### src/rtl/fp_mul_arb_pkg.sv
// Shared types and constants for the fp_mul arbiter (FSM states, FP32 width, defaults).
// The optional round-robin mode is selected in fp_mul_arb with FP_MUL_ARB_RR_EN.
package fp_mul_arb_pkg;

  localparam int FP32_W    = 32;
  localparam int DEF_N_REQ = 2;
  localparam int DEF_TAG_W = 4;
  localparam int ID_W      = 2;

  typedef enum logic [2:0] {
    IDLE,
    ISSUE,
    WAIT_LOW,
    WAIT_DONE,
    RESP
  } state_e;

  // Pointer to the requester after 'id', wrapping at n.
  function automatic logic [ID_W-1:0] next_ptr(input logic [ID_W-1:0] id, input int n);
    return (int'(id) == n - 1) ? '0 : id + 1'b1;
  endfunction

endpackage

### src/rtl/fp_mul_rr_arb.sv
// Combinational grant select: first set request at or after ptr_i, wrapping.
// A pointer of zero gives plain lowest-index-first priority.
module fp_mul_rr_arb
  import fp_mul_arb_pkg::*;
#(
  parameter int N_REQ = DEF_N_REQ
) (
  input  logic [N_REQ-1:0] req_i,
  input  logic [ID_W-1:0]  ptr_i,
  output logic [N_REQ-1:0] gnt_o,
  output logic [ID_W-1:0]  id_o
);

  logic [2*N_REQ-1:0] req_dbl;
  logic [2*N_REQ-1:0] req_rot;
  logic               found;
  int                 sel;

  always_comb begin
    req_dbl = {req_i, req_i};
    req_rot = req_dbl >> ptr_i;
    found   = 1'b0;
    sel     = 0;
    for (int k = 0; k < N_REQ; k++) begin
      if (!found && req_rot[k]) begin
        found = 1'b1;
        sel   = (int'(ptr_i) + k) % N_REQ;
      end
    end
    gnt_o = {{(N_REQ-1){1'b0}}, found} << sel;
    id_o  = ID_W'(sel);
  end

endmodule

### src/rtl/fp_mul_arb.sv
// Shares one multi-cycle fp_mul among N_REQ requesters, one operation in flight at a time.
// Define FP_MUL_ARB_RR_EN for round-robin grants; otherwise lowest index wins.
module fp_mul_arb
  import fp_mul_arb_pkg::*;
#(
  parameter int N_REQ = DEF_N_REQ,
  parameter int TAG_W = DEF_TAG_W
) (
  input  logic                      i_clk,
  input  logic                      i_rst_n,
  input  logic [N_REQ-1:0]          i_req_valid,
  output logic [N_REQ-1:0]          o_req_ready,
  input  logic [N_REQ*FP32_W-1:0]   i_req_a,
  input  logic [N_REQ*FP32_W-1:0]   i_req_b,
  input  logic [N_REQ*TAG_W-1:0]    i_req_tag,
  output logic                      o_rsp_valid,
  input  logic                      i_rsp_ready,
  output logic [ID_W-1:0]           o_rsp_id,
  output logic [TAG_W-1:0]          o_rsp_tag,
  output logic [FP32_W-1:0]         o_rsp_result,
  output logic                      o_mul_valid,
  output logic [FP32_W-1:0]         o_mul_a,
  output logic [FP32_W-1:0]         o_mul_b,
  input  logic                      i_mul_valid,
  input  logic [FP32_W-1:0]         i_mul_result
);

  state_e             state_q;
  logic [FP32_W-1:0]  a_q, b_q, res_q;
  logic [TAG_W-1:0]   tag_q;
  logic [ID_W-1:0]    id_q;
  logic               mul_vld_q;
  logic               rsp_vld_q;

  logic [N_REQ-1:0]   gnt;
  logic [ID_W-1:0]    gnt_id;
  logic [ID_W-1:0]    ptr;

`ifdef FP_MUL_ARB_RR_EN
  logic [ID_W-1:0]    ptr_q;
  assign ptr = ptr_q;
`else
  assign ptr = '0;
`endif

  fp_mul_rr_arb #(
    .N_REQ (N_REQ)
  ) u_arb (
    .req_i (i_req_valid),
    .ptr_i (ptr),
    .gnt_o (gnt),
    .id_o  (gnt_id)
  );

  // Accept is same-cycle with the request; masked while reset is held.
  assign o_req_ready  = (i_rst_n && state_q == IDLE) ? gnt : '0;
  assign o_mul_valid  = mul_vld_q;
  assign o_mul_a      = a_q;
  assign o_mul_b      = b_q;
  assign o_rsp_valid  = rsp_vld_q;
  assign o_rsp_id     = id_q;
  assign o_rsp_tag    = tag_q;
  assign o_rsp_result = res_q;

  always_ff @(posedge i_clk or negedge i_rst_n) begin
    if (!i_rst_n) begin
      state_q   <= IDLE;
      a_q       <= '0;
      b_q       <= '0;
      res_q     <= '0;
      tag_q     <= '0;
      id_q      <= '0;
      mul_vld_q <= 1'b0;
      rsp_vld_q <= 1'b0;
`ifdef FP_MUL_ARB_RR_EN
      ptr_q     <= '0;
`endif
    end else begin
      case (state_q)
        IDLE: begin
          if (|i_req_valid) begin
            a_q       <= i_req_a[FP32_W*int'(gnt_id) +: FP32_W];
            b_q       <= i_req_b[FP32_W*int'(gnt_id) +: FP32_W];
            tag_q     <= i_req_tag[TAG_W*int'(gnt_id) +: TAG_W];
            id_q      <= gnt_id;
            mul_vld_q <= 1'b1;
            state_q   <= ISSUE;
`ifdef FP_MUL_ARB_RR_EN
            ptr_q     <= next_ptr(gnt_id, N_REQ);
`endif
          end
        end
        ISSUE: begin
          mul_vld_q <= 1'b0;
          state_q   <= WAIT_LOW;
        end
        // The multiplier's done flag from the previous op lingers one cycle after launch.
        WAIT_LOW: begin
          if (!i_mul_valid) state_q <= WAIT_DONE;
        end
        WAIT_DONE: begin
          if (i_mul_valid) begin
            res_q     <= i_mul_result;
            rsp_vld_q <= 1'b1;
            state_q   <= RESP;
          end
        end
        RESP: begin
          if (i_rsp_ready) begin
            rsp_vld_q <= 1'b0;
            state_q   <= IDLE;
          end
        end
        default: state_q <= IDLE;
      endcase
    end
  end

endmodule

### config.mk
export PLATFORM = sky130hd
export DESIGN_NAME = fp_mul_arb
export DESIGN_NICKNAME = d
export VERILOG_FILES = /design/src/rtl/fp_mul_arb_pkg.sv /design/src/rtl/fp_mul_rr_arb.sv /design/src/rtl/fp_mul_arb.sv
export SDC_FILE = /design/constraint.sdc
export NUM_CORES = 1
export LEC_CHECK = 0
export CORE_MARGIN = 2
export CORE_UTILIZATION = 36
export CTS_CLUSTER_SIZE = 28
export DETAILED_ROUTE_END_ITERATION = 6
export PLACE_DENSITY = 0.77
export SLEW_MARGIN = 20
export SYNTH_ARGS = -nofsm -noshare
export SYNTH_HDL_FRONTEND = slang
export SYNTH_HIERARCHICAL = 1
export SYNTH_SLANG_ARGS = --single-unit
### constraint.sdc
create_clock -name i_clk -period 1.55 [get_ports i_clk]
set_clock_uncertainty 0.2 [all_clocks]
set_input_delay 0.155 -clock i_clk [delete_from_list [all_inputs] [get_ports i_clk]]
set_output_delay 0.155 -clock i_clk [all_outputs]
set_load 0.02 [all_outputs]
# After elaboration in Yosys (flattened, before gate mapping)
# Cells that the tools add are included.
# word_totals
mem_bits_ro	0
latchBits	0
inputBits	174
mem_count	0
mem_bits_rw	0
regBits	107
output_inout_bits	106
# classes
bitwise_logic	0
n_lt_le_gt_ge	0
n_reduce_logical	12
n_eq_ne	8
n_shift	4
n_mux	14
addsub	0
div_mod_pow	0
multipliers	0
# ops
cell	n
$shiftx A64 B8 Y32	2
$pmux W3 S5	1
$mux W3	4
$shiftx A8 B5 Y4	1
$eq A3 B2 Y1 const B	2
$mux W1	6
$ne A2 B2 Y1 const B	3
$reduce_and A2 Y1	3
$pmux W1 S2	2
$reduce_and A4 Y1	1
$reduce_bool A2 Y1	2
$eq A3 B1 Y1 const B	1
$eq A3 B3 Y1 const B	1
$logic_not A3 Y1	1
$reduce_and A3 Y1	1
$logic_and A1 B1 Y1	2
$mux W2	1
$ne A2 B1 Y1 const B	1
$reduce_or A2 Y1	1
$shl A1 B1 Y2	1
$logic_not A1 Y1	1

# Longest topological paths before layout
# Gate-level depths: netlist of the first run.
# logic_depth
depth_word	6
ltp_mapped	8
mapped_depth_nobuf	5

# By module
# Netlist of the first run, hierarchy kept.
# by_module_without_submodules
mod	cells_per_inst	area_each_um2	seq_area_each_um2	instances
fp_mul_arb	392	5405.2	2677.6	1
fp_mul_rr_arb	7	41.3	0.0	1

# Least setup slack after synthesis of the first run
# OpenSTA, ideal clock, no wires.
# synth_path
path_kind	register to register
startpoint	register state_q[2]
endpoint	register a_q[10], in the netlist o_mul_a[10]
setup_time_ns	0.125
n_path_buf	2
slack_ns	-0.164
arrival_ns	1.388
path_stages_with_launch	6
t_required_ns	1.225
cell_sequence	dfrtp_1 > nor3_2 > o21a_1 > buf_6 > buf_12 > mux2_4
# synth_between
elab_chain_len	2
# synth_lines
element	line_no	source
start: declaration	fp_mul_arb.sv:28	state_e state_q;
start signal: assignment	fp_mul_arb.sv:67	state_q <= IDLE;
start signal: assignment	fp_mul_arb.sv:87	state_q <= ISSUE;
start signal: assignment	fp_mul_arb.sv:95	state_q <= WAIT_LOW;
$logic_not A3 Y1	fp_mul_arb.sv:79	case (state_q)
$reduce_and A2 Y1 (no source line)	n/a	
end signal: assignment	fp_mul_arb.sv:82	a_q <= i_req_a[FP32_W*int'(gnt_id) +: FP32_W];
end: declaration	fp_mul_arb.sv:29	logic [FP32_W-1:0] a_q, b_q, res_q;
# No other way between the ends.
# A chain may end at the register's enable or synchronous reset.

# Final worst setup path of the first run
# layout_path
startpoint	register state_q[2]
endpoint	register b_q[3], in the netlist o_mul_b[3]
# layout_between
elab_chain_len	2
# layout_lines
element	line_no	source
$logic_not A3 Y1	fp_mul_arb.sv:79	
$reduce_and A2 Y1 (no source line)	n/a	
end signal: assignment	fp_mul_arb.sv:83	b_q <= i_req_b[FP32_W*int'(gnt_id) +: FP32_W];
end: declaration	fp_mul_arb.sv:29	
# No other way between the ends.

==> results.json, run 1 <==
{
  "hold_violations": 0,
  "rsz0062_at_grt": "yes",
  "p_per_area_nw_per_um2": 1640,
  "seq_area_um2": 2680,
  "max_slew_margin": 0.591,
  "grt_pass1_wl_um": 24400,
  "dr.pass1.iters": 4,
  "dpl_cell_area_um2": 8530,
  "cts_buffers": 9,
  "wirelength_um": 16100,
  "core_um2": 14600,
  "clockBufferDepth": 2,
  "synthCells": 399,
  "mostFrequentLayoutCell": "clkdlybuf4s50_1",
  "fin_ws_ns": -0.237,
  "synth_ff_type": "dfrtp_1",
  "diodes": 0,
  "cp.required_ns": 1.58,
  "power_leakage_nw": 4.43,
  "grt.total_usage": 0.193,
  "numPortBuffers": 279,
  "layout_common_cells": "clkdlybuf4s50_1 (170), dfrtp_1 (107), dlygate4sd2_1 (106), mux2_4 (82), nor2_1 (71)",
  "maxClockFrequency_mhz": 560,
  "floorplan.initialDensity": 0.372,
  "ys_seq_area_frac": 0.492,
  "drc_errors": 0,
  "timing_worst_setup_path_type": "reg2reg",
  "whs_ns": 0.201,
  "fin_crit_ns": 1.79,
  "finalNetCount": 888,
  "gr-total-overflow": 0,
  "cts_tree": "done",
  "setup_viol": 104,
  "maxSlewViolCount": 0,
  "drt-initial-drc-count": 147,
  "critPathCaptureType": "register",
  "ys_ff_latch": 107,
  "worst-slew-pin-transition_ns": 0.614,
  "cts_root_buf": "clkbuf_16",
  "wl_per_cell_um": 17.8,
  "final_cell_area_um2": 9140,
  "syn-cell-area_um2": 5450,
  "r2r_cells": 5,
  "maxCapViolations": 0,
  "dpl.hpwl_um": 11200,
  "slowest_delay_ns": 0.42,
  "utilization": 0.624,
  "clk_pin_slew_worst_paths_ns": 0.07,
  "ant_nets": 0,
  "ios": 280,
  "hold_path_class": "in2reg",
  "num_rows": 44,
  "multi_input_area_um2": 2600,
  "antenna_found_initial": 0,
  "cts_sinks": 107,
  "area_growth_pct": 67.8,
  "pre_cts_slack_ns": -0.602,
  "fin_crit_sh": 1.15,
  "yosys_warnings": 6,
  "synth_edf_count": 0,
  "grt_max_degree": 108,
  "fillers": 1154,
  "die_h_um": 127,
  "critPathMaxFanout": 14,
  "clk_latency_ns": 0.34,
  "synthTopCellsByArea": "dfrtp_1 (49%), mux2_4 (19%), mux2i_1 (12%)",
  "vias_per_cell": 4.76,
  "drive_above_1_share": 0.250,
  "vias": 4296,
  "cts_max_level": 3,
  "cp_data_arrival_time_ns": 1.82,
  "fin_tns_setup_ns": -20.61,
  "hold_depth": 2,
  "start_kind": "register",
  "yosys.area.top_type_share": 0.492,
  "grt_pass1_vias": 4670,
  "fp.dieArea_um2": 16100,
  "cp_cell_sequence": "nor3_4, o21a_4, buf_4, buf_12, mux2_4",
  "avgSynthCellArea_um2": 13.7,
  "cp_slowest_cell": "dfrtp_1",
  "status": "complete, but fails checks",
  "ys_types": 28,
  "yosysTopAreaCell": "dfrtp_1",
  "die_w_um": 127,
  "ir_drop_uv": 901,
  "synthArstFlopShare": 1.00,
  "failed_checks": "negative setup slack",
  "gp_congestion": 0.818
}
==> synthesized netlist by cell type, drive strengths merged, types with 2 or more instances <==
library cell / instances
dfrtp: 107
mux2: 102
nor2: 71
mux2i: 68
buf: 22
clkbuf: 6
and3: 3
nand2: 3
a21boi: 2
conb: 2
inv: 2
nor3: 2
o21ai: 2
==> flip-flops by register name, summed over array words and instances (netlist names) <==
name and count:
o_mul_a 32, o_mul_b 32, o_mul_valid 1, o_rsp_id 2
o_rsp_result 32, o_rsp_tag 4, o_rsp_valid 1, state_q 3
==> path summary, 6_finish.rpt <==
path	start	end	slack, ns
worst max-delay path	state_q[2]	o_mul_b[3]	-0.24
worst min-delay path	i_rsp_ready	state_q[2]	0.20
worst max register to register	state_q[2]	o_mul_b[3]	-0.24
worst min register to register	o_mul_valid	o_mul_valid	0.28
max in group asynchronous	i_rst_n	o_rsp_result[31]	0.34
min in group asynchronous	i_rst_n	o_rsp_id[1]	0.32
==> metal layers <==
| layer | GRT usage | part of all wire | vias to the layer above |
|---|---|---|---|
| li1 | - | - | 2006 |
| met1 | 0.237 | 0.41 | 2095 |
| met2 | 0.334 | 0.50 | 166 |
| met3 | 0.0419 | 0.060 | 29 |
| met4 | 0.0750 | 0.025 | 0 |
| met5 | 0 | 0 | - |
==> through the flow <==
stage | total power (W) | cells
floorplan | 0.00920 | 401
global placement | 0.0124 | 867
detailed placement | 0.0126 | 867
CTS | 0.0149 | 895
global route | 0.0157 | 903
finish | 0.0150 | 903
==> area by class of cell <==
type / count / share of cell area
Timing Repair Buffer: 330 / 0.361
Sequential cell: 107 / 0.293
Multi-Input combinational cell: 264 / 0.285
Tap cell: 184 / 0.0252
Clock buffer: 9 / 0.0246
Clock inverter: 7 / 0.0108
Inverter: 2 / 0.000821
==> cells by family (layout without fill, tap and decap cells) <==
logic type | count (synthesis) | in the layout | synth area share
mux | 170 | 170 | 0.383
flops | 107 | 107 | 0.492
simple gates | 81 | 81 | 0.0604
buf+inv | 30 | 348 | 0.0517
compound gates | 9 | 9 | 0.0115
other cells | 2 | 4 | 0.00138
==> what timing repair did <==
| item | CTS | global route |
|---|---|---|
| resized for setup | 149 | 3 |
| setup endpoints to repair | 207 | 105 |
| hold buffers | 1 | 0 |
| hold endpoints to repair | 107 | 0 |
| setup buffers | 6 | 6 |
| pin swaps | 1 | 0 |
| gates cloned | 5 | 4 |
==> worst max-delay path: cells and delay by family (launching register included) <==
kind                   cells  cell delay, ns
AND/OR/NAND/NOR            1            0.21
AO/OA/AOI/OAI              1            0.22
multiplexers               1            0.32
buffers and inverters      2            0.30
flip-flops                 1            0.42
==> power breakdown <==
group / switching (W) / total [W] / internal (W)
clock: 0.00108 / 0.00251 / 0.00143
combinational: 0.00359 / 0.00785 / 0.00426
sequential: 0.000662 / 0.00466 / 0.00400
Power figures use the tool's default switching activity.
==> run 2: changes to the inputs <==
--- a/config.mk
+++ b/config.mk
@@ -5,11 +5,14 @@
 export SDC_FILE = /design/constraint.sdc
 export NUM_CORES = 1
 export LEC_CHECK = 0
-export CORE_MARGIN = 2
-export CORE_UTILIZATION = 36
+export ABC_CLOCK_PERIOD_IN_PS = 1550
+export CORE_AREA = 2 2 107 109
 export CTS_CLUSTER_SIZE = 28
 export DETAILED_ROUTE_END_ITERATION = 6
-export PLACE_DENSITY = 0.77
+export DIE_AREA = 0 0 109 111
+export DONT_BUFFER_PORTS = 1
+export MAX_ROUTING_LAYER = met4
+export PLACE_DENSITY = 0.67
 export SLEW_MARGIN = 20
 export SYNTH_ARGS = -nofsm -noshare
 export SYNTH_HDL_FRONTEND = slang
==> results.json, run 2 <==
{
  "cts_hold_buf": 111,
  "synth_ff_type": "dfrtp_1",
  "die_h_um": 111,
  "status": "aborted with a tool error",
  "tool.error": "[ERROR RSZ-0060] Max buffer count reached.",
  "synth_edf_count": 0,
  "synthTopCellsByArea": "dfrtp_1 (49%), mux2_4 (19%), mux2i_1 (12%)",
  "ios": 280,
  "synth.most_common_cell": "dfrtp_1",
  "failed_stage": "clock tree synthesis (4_1_cts)",
  "synthArstFlopShare": 1.00,
  "ctsResizeCount": 20,
  "num_rows": 39,
  "ys_seq_area_frac": 0.492,
  "yosys.area.top_type_share": 0.492,
  "cts_max_level": 3,
  "ys_types": 28,
  "post_cts_buffers": 1,
  "cts_root_buf": "clkbuf_16",
  "floorplan.initialDensity": 0.492,
  "dpl.hpwl_um": 8170,
  "numPortBuffers": 0,
  "synthCells": 399,
  "clockBufferDepth": 2,
  "ys_ff_latch": 107,
  "synth_commonest_cells": "dfrtp_1 (107), nor2_1 (71), mux2_4 (69), mux2i_1 (68), mux2_2 (33)",
  "yosys_warnings": 6,
  "gp_congestion": 0.810,
  "cts_sinks": 107,
  "avgSynthCellArea_um2": 13.7,
  "syn-cell-area_um2": 5450,
  "yosysTopAreaCell": "dfrtp_1",
  "die_w_um": 109,
  "cts_buffers": 9
}
==> run 2: cell counts after synthesis <==
Identical to the previous run, type by type.
==> run 2: cell families after synthesis <==
family,synth area share
compound gates,0.0115
flops,0.492
simple gates,0.0604
other cells,0.00138
mux,0.383
buf+inv,0.0517
==> run 2: stage by stage <==
step | util | worst slack (ns) | cells | hold WS (ns) | cell area, um2
2_1_floorplan | - | -0.147 | 401 | -0.341 | 5450
3_3_place_gp | 0.501 | -0.162 | 531 | -0.338 | 5550
3_5_place_dp | 0.501 | -0.211 | 531 | -0.338 | 5550
==> run 3: changes to the inputs <==
--- a/config.mk
+++ b/config.mk
@@ -5,14 +5,12 @@
 export SDC_FILE = /design/constraint.sdc
 export NUM_CORES = 1
 export LEC_CHECK = 0
-export ABC_CLOCK_PERIOD_IN_PS = 1550
-export CORE_AREA = 2 2 107 109
-export CTS_CLUSTER_SIZE = 28
+export ABC_CLOCK_PERIOD_IN_PS = 2000
+export CORE_MARGIN = 2
+export CORE_UTILIZATION = 40
 export DETAILED_ROUTE_END_ITERATION = 6
-export DIE_AREA = 0 0 109 111
 export DONT_BUFFER_PORTS = 1
-export MAX_ROUTING_LAYER = met4
-export PLACE_DENSITY = 0.67
+export PLACE_DENSITY_LB_ADDON = 0.15
 export SLEW_MARGIN = 20
 export SYNTH_ARGS = -nofsm -noshare
 export SYNTH_HDL_FRONTEND = slang
==> constraint.sdc (replaced) <==
create_clock -name i_clk -period 2 [get_ports i_clk]
set_clock_uncertainty 0.2 [all_clocks]
set_input_delay 0.2 -clock i_clk [delete_from_list [all_inputs] [get_ports i_clk]]
set_output_delay 0.2 -clock i_clk [all_outputs]
set_load 0.02 [all_outputs]
==> results.json, run 3 <==
{
  "status": "aborted with a tool error",
  "failed_stage": "clock tree synthesis (4_1_cts)",
  "tool.error": "[ERROR RSZ-0060] Max buffer count reached.",
  "cts_hold_buf": 117,
  "ys_types": 28,
  "ios": 280,
  "avgSynthCellArea_um2": 13.7,
  "num_rows": 42,
  "ctsResizeCount": 0,
  "synthArstFlopShare": 1.00,
  "ys_seq_area_frac": 0.492,
  "yosys.area.top_type_share": 0.492,
  "dpl.hpwl_um": 8270,
  "synthCells": 399,
  "syn-cell-area_um2": 5450,
  "clockBufferDepth": 2,
  "die_w_um": 121,
  "synth_edf_count": 0,
  "gp_congestion": 0.727,
  "synth_commonest_cells": "dfrtp_1 (107), nor2_1 (71), mux2_4 (69), mux2i_1 (68), mux2_2 (33)",
  "synth_ff_type": "dfrtp_1",
  "cts_buffers": 9,
  "cts_root_buf": "clkbuf_16",
  "yosysTopAreaCell": "dfrtp_1",
  "post_cts_buffers": 0,
  "cts_sinks": 107,
  "ys_ff_latch": 107,
  "floorplan.initialDensity": 0.410,
  "synthTopCellsByArea": "dfrtp_1 (49%), mux2_4 (19%), mux2i_1 (12%)",
  "numPortBuffers": 0,
  "die_h_um": 121,
  "cts_max_level": 3,
  "yosys_warnings": 6,
  "dpl_cell_area_um2": 5550,
  "synth.most_common_cell": "dfrtp_1"
}
[run 3: logic make-up after synthesis]
group                  count (synthesis)  synth area share
AND/OR/NAND/NOR                       81            0.0604
buffers and inverters                 30            0.0517
flip-flops                           107             0.492
multiplexers                         170             0.383
other                                  2           0.00138
AO/OA/AOI/OAI                          9            0.0115
[run 3: stage by stage]
| step | setup WS, ns | hold WS, ns | std cells | util |
|---|---|---|---|---|
| 3_3_place_gp | 0.251 | -0.292 | 558 | 0.417 |
| 2_1_floorplan | 0.286 | -0.296 | 401 | - |
| 3_5_place_dp | 0.197 | -0.293 | 558 | 0.417 |
